[src/rtl/ucie_ctl_sb_rx_assembler.sv]
// ucie_ctl_sb_rx_assembler
// Receive-side sideband front end. RDI beats (NC bits each) are collected
// into a 64-bit header plus an optional 64-bit data word. Each complete
// message has its opcode and CP/DP parity checked. A good message goes out
// on a valid/ready register. A bad one is dropped with an error pulse.
// Beat credits go back to the PHY once a message is consumed or dropped.
//
// Ports
//   i_clk, i_rst         clock, synchronous active-high reset
//   i_pl_cfg_vld         RDI beat valid
//   i_received_data      RDI beat payload (header beats first, low bits first)
//   o_cfg_crd            one-cycle pulse per beat credit returned
//   o_msg_vld/i_msg_rdy  assembled message handshake
//   o_msg_hdr/o_msg_data message contents (data is 0 for header-only messages)
//   o_msg_has_data       message carried a data word
//   o_parity_err         pulse: message dropped for CP/DP mismatch
//   o_opcode_err         pulse: message dropped for unsupported opcode
//   o_crd_overflow       sticky: beat arrived with no credit outstanding
module ucie_ctl_sb_rx_assembler #(
    parameter int NC      = 32,
    parameter int CRD_MAX = 4
) (
    input  logic          i_clk,
    input  logic          i_rst,
    input  logic          i_pl_cfg_vld,
    input  logic [NC-1:0] i_received_data,
    output logic          o_cfg_crd,
    output logic          o_msg_vld,
    input  logic          i_msg_rdy,
    output logic [63:0]   o_msg_hdr,
    output logic [63:0]   o_msg_data,
    output logic          o_msg_has_data,
    output logic          o_parity_err,
    output logic          o_opcode_err,
    output logic          o_crd_overflow
);
    localparam int BPW = 64 / NC;
    localparam int MB  = 2 * BPW;
    localparam int KW  = $clog2(MB);
    localparam int SW  = $clog2(MB + 1);
    localparam int CW  = $clog2(CRD_MAX + 1) + 1;

    localparam logic [KW-1:0] K_HLAST = KW'(BPW - 1);
    localparam logic [KW-1:0] K_LAST  = KW'(MB - 1);
    localparam logic [CW-1:0] C_BPW   = CW'(BPW);
    localparam logic [CW-1:0] C_MB    = CW'(MB);
    localparam logic [CW-1:0] C_MAX   = CW'(CRD_MAX);
    localparam logic [4:0]    OP_NODATA = 5'b10010;
    localparam logic [4:0]    OP_DATA   = 5'b11011;

    typedef enum logic [1:0] {COLLECT, CHECK, HOLD} state_t;

    state_t                  state_q, state_d;
    logic [MB-1:0][NC-1:0]   beats_q, beats_d;
    logic [KW-1:0]           k_q, k_d;
    logic                    hd_q, hd_d;

    logic [NC-1:0]           skid_mem [MB];
    logic [KW-1:0]           wr_q, rd_q;
    logic [SW-1:0]           cnt_q;

    logic                    out_vld_q, out_hd_q;
    logic [63:0]             out_hdr_q, out_data_q;
    logic [CW-1:0]           pend_q, pend_d, outst_q;
    logic                    perr_q, perr_d, oerr_q, oerr_d, ovf_q;

    logic          crd, accept, skid_ne, in_col, col_vld, push, pop;
    logic          drain, out_free, load;
    logic [NC-1:0] col_beat;
    logic [4:0]    dec_op;
    logic [63:0]   hdr_w, data_w;
    logic          op_bad, cp_bad, dp_bad;
    logic [CW-1:0] err_add;

    assign crd     = (pend_q != '0);
    // The credit returned this cycle already frees a slot for a new beat.
    assign accept  = i_pl_cfg_vld && ((outst_q - CW'(crd)) != C_MAX);
    assign skid_ne = (cnt_q != '0);
    assign in_col  = (state_q == COLLECT);
    // Buffered beats are older than the incoming one, so they are replayed first.
    assign col_vld  = in_col && (skid_ne || accept);
    assign col_beat = skid_ne ? skid_mem[rd_q] : i_received_data;
    assign push     = accept && (!in_col || skid_ne);
    assign pop      = in_col && skid_ne;

    assign hdr_w  = beats_q[BPW-1:0];
    assign data_w = beats_q[MB-1:BPW];
    // With 64-bit beats the opcode arrives on the same beat that is decoded.
    assign dec_op = (k_q == '0) ? col_beat[4:0] : beats_q[0][4:0];

    assign op_bad = (hdr_w[4:0] != OP_NODATA) && (hdr_w[4:0] != OP_DATA);
    assign cp_bad = hdr_w[63] != ^hdr_w[62:0];
    assign dp_bad = hdr_w[62] != (hd_q ? ^data_w : 1'b0);

    assign drain    = out_vld_q && i_msg_rdy;
    assign out_free = !out_vld_q || drain;

    always_comb begin
        state_d = state_q;
        beats_d = beats_q;
        k_d     = k_q;
        hd_d    = hd_q;
        load    = 1'b0;
        err_add = '0;
        perr_d  = 1'b0;
        oerr_d  = 1'b0;
        case (state_q)
            COLLECT: begin
                if (col_vld) begin
                    beats_d[k_q] = col_beat;
                    k_d          = k_q + 1'b1;
                    if (k_q == K_HLAST) begin
                        // Unsupported opcodes are treated as header-only.
                        if (dec_op == OP_DATA) begin
                            hd_d = 1'b1;
                        end else begin
                            hd_d    = 1'b0;
                            k_d     = '0;
                            state_d = CHECK;
                        end
                    end else if (k_q == K_LAST) begin
                        k_d     = '0;
                        state_d = CHECK;
                    end
                end
            end
            CHECK: begin
                if (op_bad || cp_bad || dp_bad) begin
                    oerr_d  = op_bad;
                    perr_d  = !op_bad;
                    err_add = hd_q ? C_MB : C_BPW;
                    state_d = COLLECT;
                end else if (out_free) begin
                    load    = 1'b1;
                    state_d = COLLECT;
                end else begin
                    state_d = HOLD;
                end
            end
            HOLD: begin
                if (out_free) begin
                    load    = 1'b1;
                    state_d = COLLECT;
                end
            end
            default: state_d = COLLECT;
        endcase
        pend_d = pend_q + (drain ? (out_hd_q ? C_MB : C_BPW) : '0) + err_add - CW'(crd);
    end

    always_ff @(posedge i_clk) begin
        if (i_rst) begin
            state_q    <= COLLECT;
            beats_q    <= '0;
            k_q        <= '0;
            hd_q       <= 1'b0;
            wr_q       <= '0;
            rd_q       <= '0;
            cnt_q      <= '0;
            out_vld_q  <= 1'b0;
            out_hd_q   <= 1'b0;
            out_hdr_q  <= '0;
            out_data_q <= '0;
            pend_q     <= '0;
            outst_q    <= '0;
            perr_q     <= 1'b0;
            oerr_q     <= 1'b0;
            ovf_q      <= 1'b0;
        end else begin
            state_q <= state_d;
            beats_q <= beats_d;
            k_q     <= k_d;
            hd_q    <= hd_d;
            wr_q    <= wr_q + KW'(push);
            rd_q    <= rd_q + KW'(pop);
            cnt_q   <= cnt_q + SW'(push) - SW'(pop);
            if (load) begin
                out_vld_q  <= 1'b1;
                out_hd_q   <= hd_q;
                out_hdr_q  <= hdr_w;
                out_data_q <= hd_q ? data_w : '0;
            end else if (drain) begin
                out_vld_q <= 1'b0;
            end
            pend_q  <= pend_d;
            outst_q <= outst_q + CW'(accept) - CW'(crd);
            perr_q  <= perr_d;
            oerr_q  <= oerr_d;
            if (i_pl_cfg_vld && !accept) ovf_q <= 1'b1;
        end
    end

    always_ff @(posedge i_clk) begin
        if (push) skid_mem[wr_q] <= i_received_data;
    end

    assign o_cfg_crd      = crd;
    assign o_msg_vld      = out_vld_q;
    assign o_msg_hdr      = out_hdr_q;
    assign o_msg_data     = out_data_q;
    assign o_msg_has_data = out_hd_q;
    assign o_parity_err   = perr_q;
    assign o_opcode_err   = oerr_q;
    assign o_crd_overflow = ovf_q;
endmodule

[config.mk]
export PLATFORM = sky130hd
export DESIGN_NAME = ucie_ctl_sb_rx_assembler
export DESIGN_NICKNAME = d
export VERILOG_FILES = /design/src/rtl/ucie_ctl_sb_rx_assembler.sv
export SDC_FILE = /design/constraint.sdc
export NUM_CORES = 1
export LEC_CHECK = 0
export ABC_AREA = 1
export CAP_MARGIN = 25
export CORE_UTILIZATION = 42
export DETAILED_ROUTE_END_ITERATION = 16
export PLACE_DENSITY_LB_ADDON = 0.3
export SLEW_MARGIN = 20
export SYNTH_ARGS = -nofsm -noshare
export SYNTH_HDL_FRONTEND = slang
export SYNTH_SLANG_ARGS = --single-unit
[constraint.sdc]
create_clock -name i_clk -period 11.7 [get_ports i_clk]
set_input_delay 2.34 -clock i_clk [delete_from_list [all_inputs] [get_ports i_clk]]
set_output_delay 2.34 -clock i_clk [all_outputs]
set_load 0.03 [all_outputs]
==> flow_metrics.py <==
metrics = {
    "status": {
        "status": "completed",
    },
    "layout": {
        "final_cell_mix": "nand2_1, dfxtp_1, a21oi_1, inv_1, o21ai_0",
        "synthToLayoutAreaGrowth_pct": 18.4,
        "drive_above_1_share": 0.0643,
        "layout_commonest_cell": "nand2_1",
        "final_nets": 2751,
        "final_util": 0.505,
    },
    "cts": {
        "cts_resized": 0,
        "clkLatencyLatePin_ps": 590,
        "tritoncts": "done",
        "postCtsSetupBuffers": 0,
        "clock_sinks": 409,
        "postCtsHoldBufs": 0,
        "clk_pin_slew_ps": 60,
        "htreeDepth": 2,
        "root_buffer": "clkbuf_16",
        "cts_buffers": 45,
        "ctsLongestPathBuffers": 3,
    },
    "place": {
        "place_congestion": 0.863,
        "hpwl_mm": 36.9,
        "port_buffers": 169,
        "place_ws_ps": 5810,
    },
    "synthesis": {
        "syn_inst": 2571,
        "yosysWarnings": 0,
        "synth_cell_types": 35,
        "yosysTopAreaCell": "dfxtp_1",
        "synth_area_leaders": "dfxtp_1, edfxtp_1, nand2_1",
        "synth_nets": 2637,
        "synth_seq_cells": 409,
        "avgSynthCellArea_um2": 7.55,
        "netlist.area_leader.share": 0.290,
        "syn_area_mm2": 0.0194,
        "yosysSeqAreaShare": 0.488,
    },
    "floorplanning": {
        "die_w_um": 217,
        "row_count": 78,
        "start_util": 0.427,
        "num_io_pins": 170,
        "core-area_mm2": 0.0455,
        "die_h_um": 217,
        "dieArea_mm2": 0.0471,
    },
    "timing": {
        "tightest_slew_ps": 1220,
        "setup_viol": 0,
        "slew_viol_final": 0,
        "max_slew_margin": 0.181,
        "fmax_ghz": 0.204,
        "hold_viol": 0,
        "period_needed_ps": 4900,
        "fin_setup_tns_ps": 0,
        "period_share": 0.419,
        "rsz0062_at_grt": "false",
        "fin_ws_ps": 6800,
        "fin_skew_ps": 25.5,
    },
    "drt": {
        "vias": 17300,
        "drc": 0,
        "avgRoutedWirePerCell_um": 16.5,
        "first_pass_iters": 5,
        "wirelength_mm": 54.9,
        "drtIter0Drc": 1383,
        "viasPerCell": 5.20,
        "ant_nets": 0,
    },
    "global_routing": {
        "grt_overflow": 0,
        "grt_pass1_wl_mm": 86.5,
        "grt_pass1_vias": 16600,
        "antenna_found_initial": 2,
        "grt_max_degree": 79,
        "grtUsageTotal": 0.232,
    },
    "setup_path": {
        "critical_path_arrival_ps": 5350,
        "reg2reg_slack_ps": 7190,
        "worstSetupStartpointType": "input pin",
        "rr_startpoint": "beats_q[0]",
        "rr_worst_depth": 24,
        "crit_type": "in -> reg",
        "cp.required_ps": 12160,
        "cp_max_fo": 26,
        "crit_path_end_kind": "flip-flop",
        "rr_endpoint": "o_msg_hdr[50]",
    },
    "min_path": {
        "min_to": "o_msg_data[8]",
        "hold-path-cell-count": 2,
        "hp-start": "o_msg_data[8]",
        "hold_class": "reg -> reg",
    },
    "job": {
        "max-cap-violations": 0,
    },
    "power": {
        "ir_drop_mv": 0.146,
        "cellLeakagePower_nw": 9.47,
        "power_density_mw_per_mm2": 268,
        "total_power_mw": 6.16,
    },
}
## cell type report
type | instances | area [µm²]
Tap cell | 600 | 751
Inverter | 239 | 898
Sequential cell | 409 | 9470
Fill cell | 4379 | 22500
Multi-Input combinational cell | 1789 | 8460
Clock inverter | 21 | 193
Timing Repair Buffer | 201 | 1970
Clock buffer | 61 | 1240
Antenna cell | 5 | 12.5
## cell usage after synthesis
master and number:
o21a_1 2, buf_2 14, buf_8 1, inv_1 235
a31oi_1 25, o22ai_1 10, buf_1 3, o211ai_1 2
edfxtp_1 128, nand2_1 867, ha_1 26, nor2_2 2
o32ai_1 1, nand3_1 105, a21oi_1 257, nor3_1 5
xnor2_1 24, xor2_1 20, fa_1 4, nor2_1 185
nand3_2 51, nor3b_1 1, or2_2 3, clkinv_1 3
inv_2 1, o21ai_0 189, buf_4 6, nand2_2 2
clkbuf_1 94, dfxtp_1 281, nand4_1 2, buf_6 12
a211oi_1 5, a21boi_0 1, clkbuf_2 4
## registers in the layout, summed over array words and instances (netlist names)
register	cells
outst_q	4
o_msg_vld	1
rd_q	2
hd_q	1
cnt_q	3
o_msg_data	64
pend_q	4
wr_q	2
skid_mem	128
o_crd_overflow	1
o_msg_has_data	1
o_msg_hdr	64
k_q	2
o_opcode_err	1
beats_q	128
o_parity_err	1
state_q	2
## stage by stage
step / hold slack (ps) / instances / instance area [µm²]
2_1_floorplan: 456 / 2571 / 19400
3_5_place_dp: 454 / 3237 / 21500
3_3_place_gp: 454 / 3235 / 21500
4_1_cts: 463 / 3319 / 22900
6_report: 459 / 3325 / 23000
5_1_grt: 474 / 3320 / 23000
## cells by family (layout without fill, tap and decap cells)
| group | after synthesis | in the layout | share of synthesized area |
|---|---|---|---|
| AND/OR/NAND/NOR | 1223 | 1223 | 0.261 |
| flip-flops | 409 | 409 | 0.488 |
| adder cells (fa/ha/maj) | 30 | 30 | 0.0209 |
| buffers and inverters | 373 | 522 | 0.0797 |
| other | 0 | 5 | 0 |
| AO/OA/AOI/OAI | 492 | 492 | 0.131 |
| XOR/XNOR | 44 | 44 | 0.0198 |
## critical path: stages
cell and delay (ps):
clkdlybuf4s50_1 480, o21ai_0 210, nand2_1 150, nand2_1 170, nor2_2 700, clkinv_1 710
buf_16 370, o21ai_0 160, a21oi_1 60
## worst max path at each step
stage / slack, ps / from / endpoint / cells after the start
after floorplan: 6300 / i_pl_cfg_vld / skid_mem[0][0] / 4
after CTS: 6420 / i_pl_cfg_vld / beats_q[127] / 8
after global routing: 6490 / i_pl_cfg_vld / beats_q[125] / 8
final: 6800 / i_pl_cfg_vld / beats_q[60] / 9
after global placement: 5620 / i_pl_cfg_vld / beats_q[63] / 8
after detailed placement: 5810 / i_pl_cfg_vld / beats_q[105] / 8
## metal layers
layer | global-route usage | vias up | wire [µm] | part of all wire
met5 | 0 | - | 0 | 0
li1 | - | 8522 | - | -
met1 | 0.292 | 8054 | 23200 | 0.42
met3 | 0.0369 | 129 | 3750 | 0.068
met2 | 0.381 | 577 | 25300 | 0.46
met4 | 0.127 | 0 | 2600 | 0.047
## power breakdown
part           switching [mW]  internal, mW  leakage (nW)
registers               0.207          1.72          3.45
logic                    2.03         0.807          5.32
clock network           0.583         0.808         0.707
No activity file was read; power rests on OpenSTA's default activity.
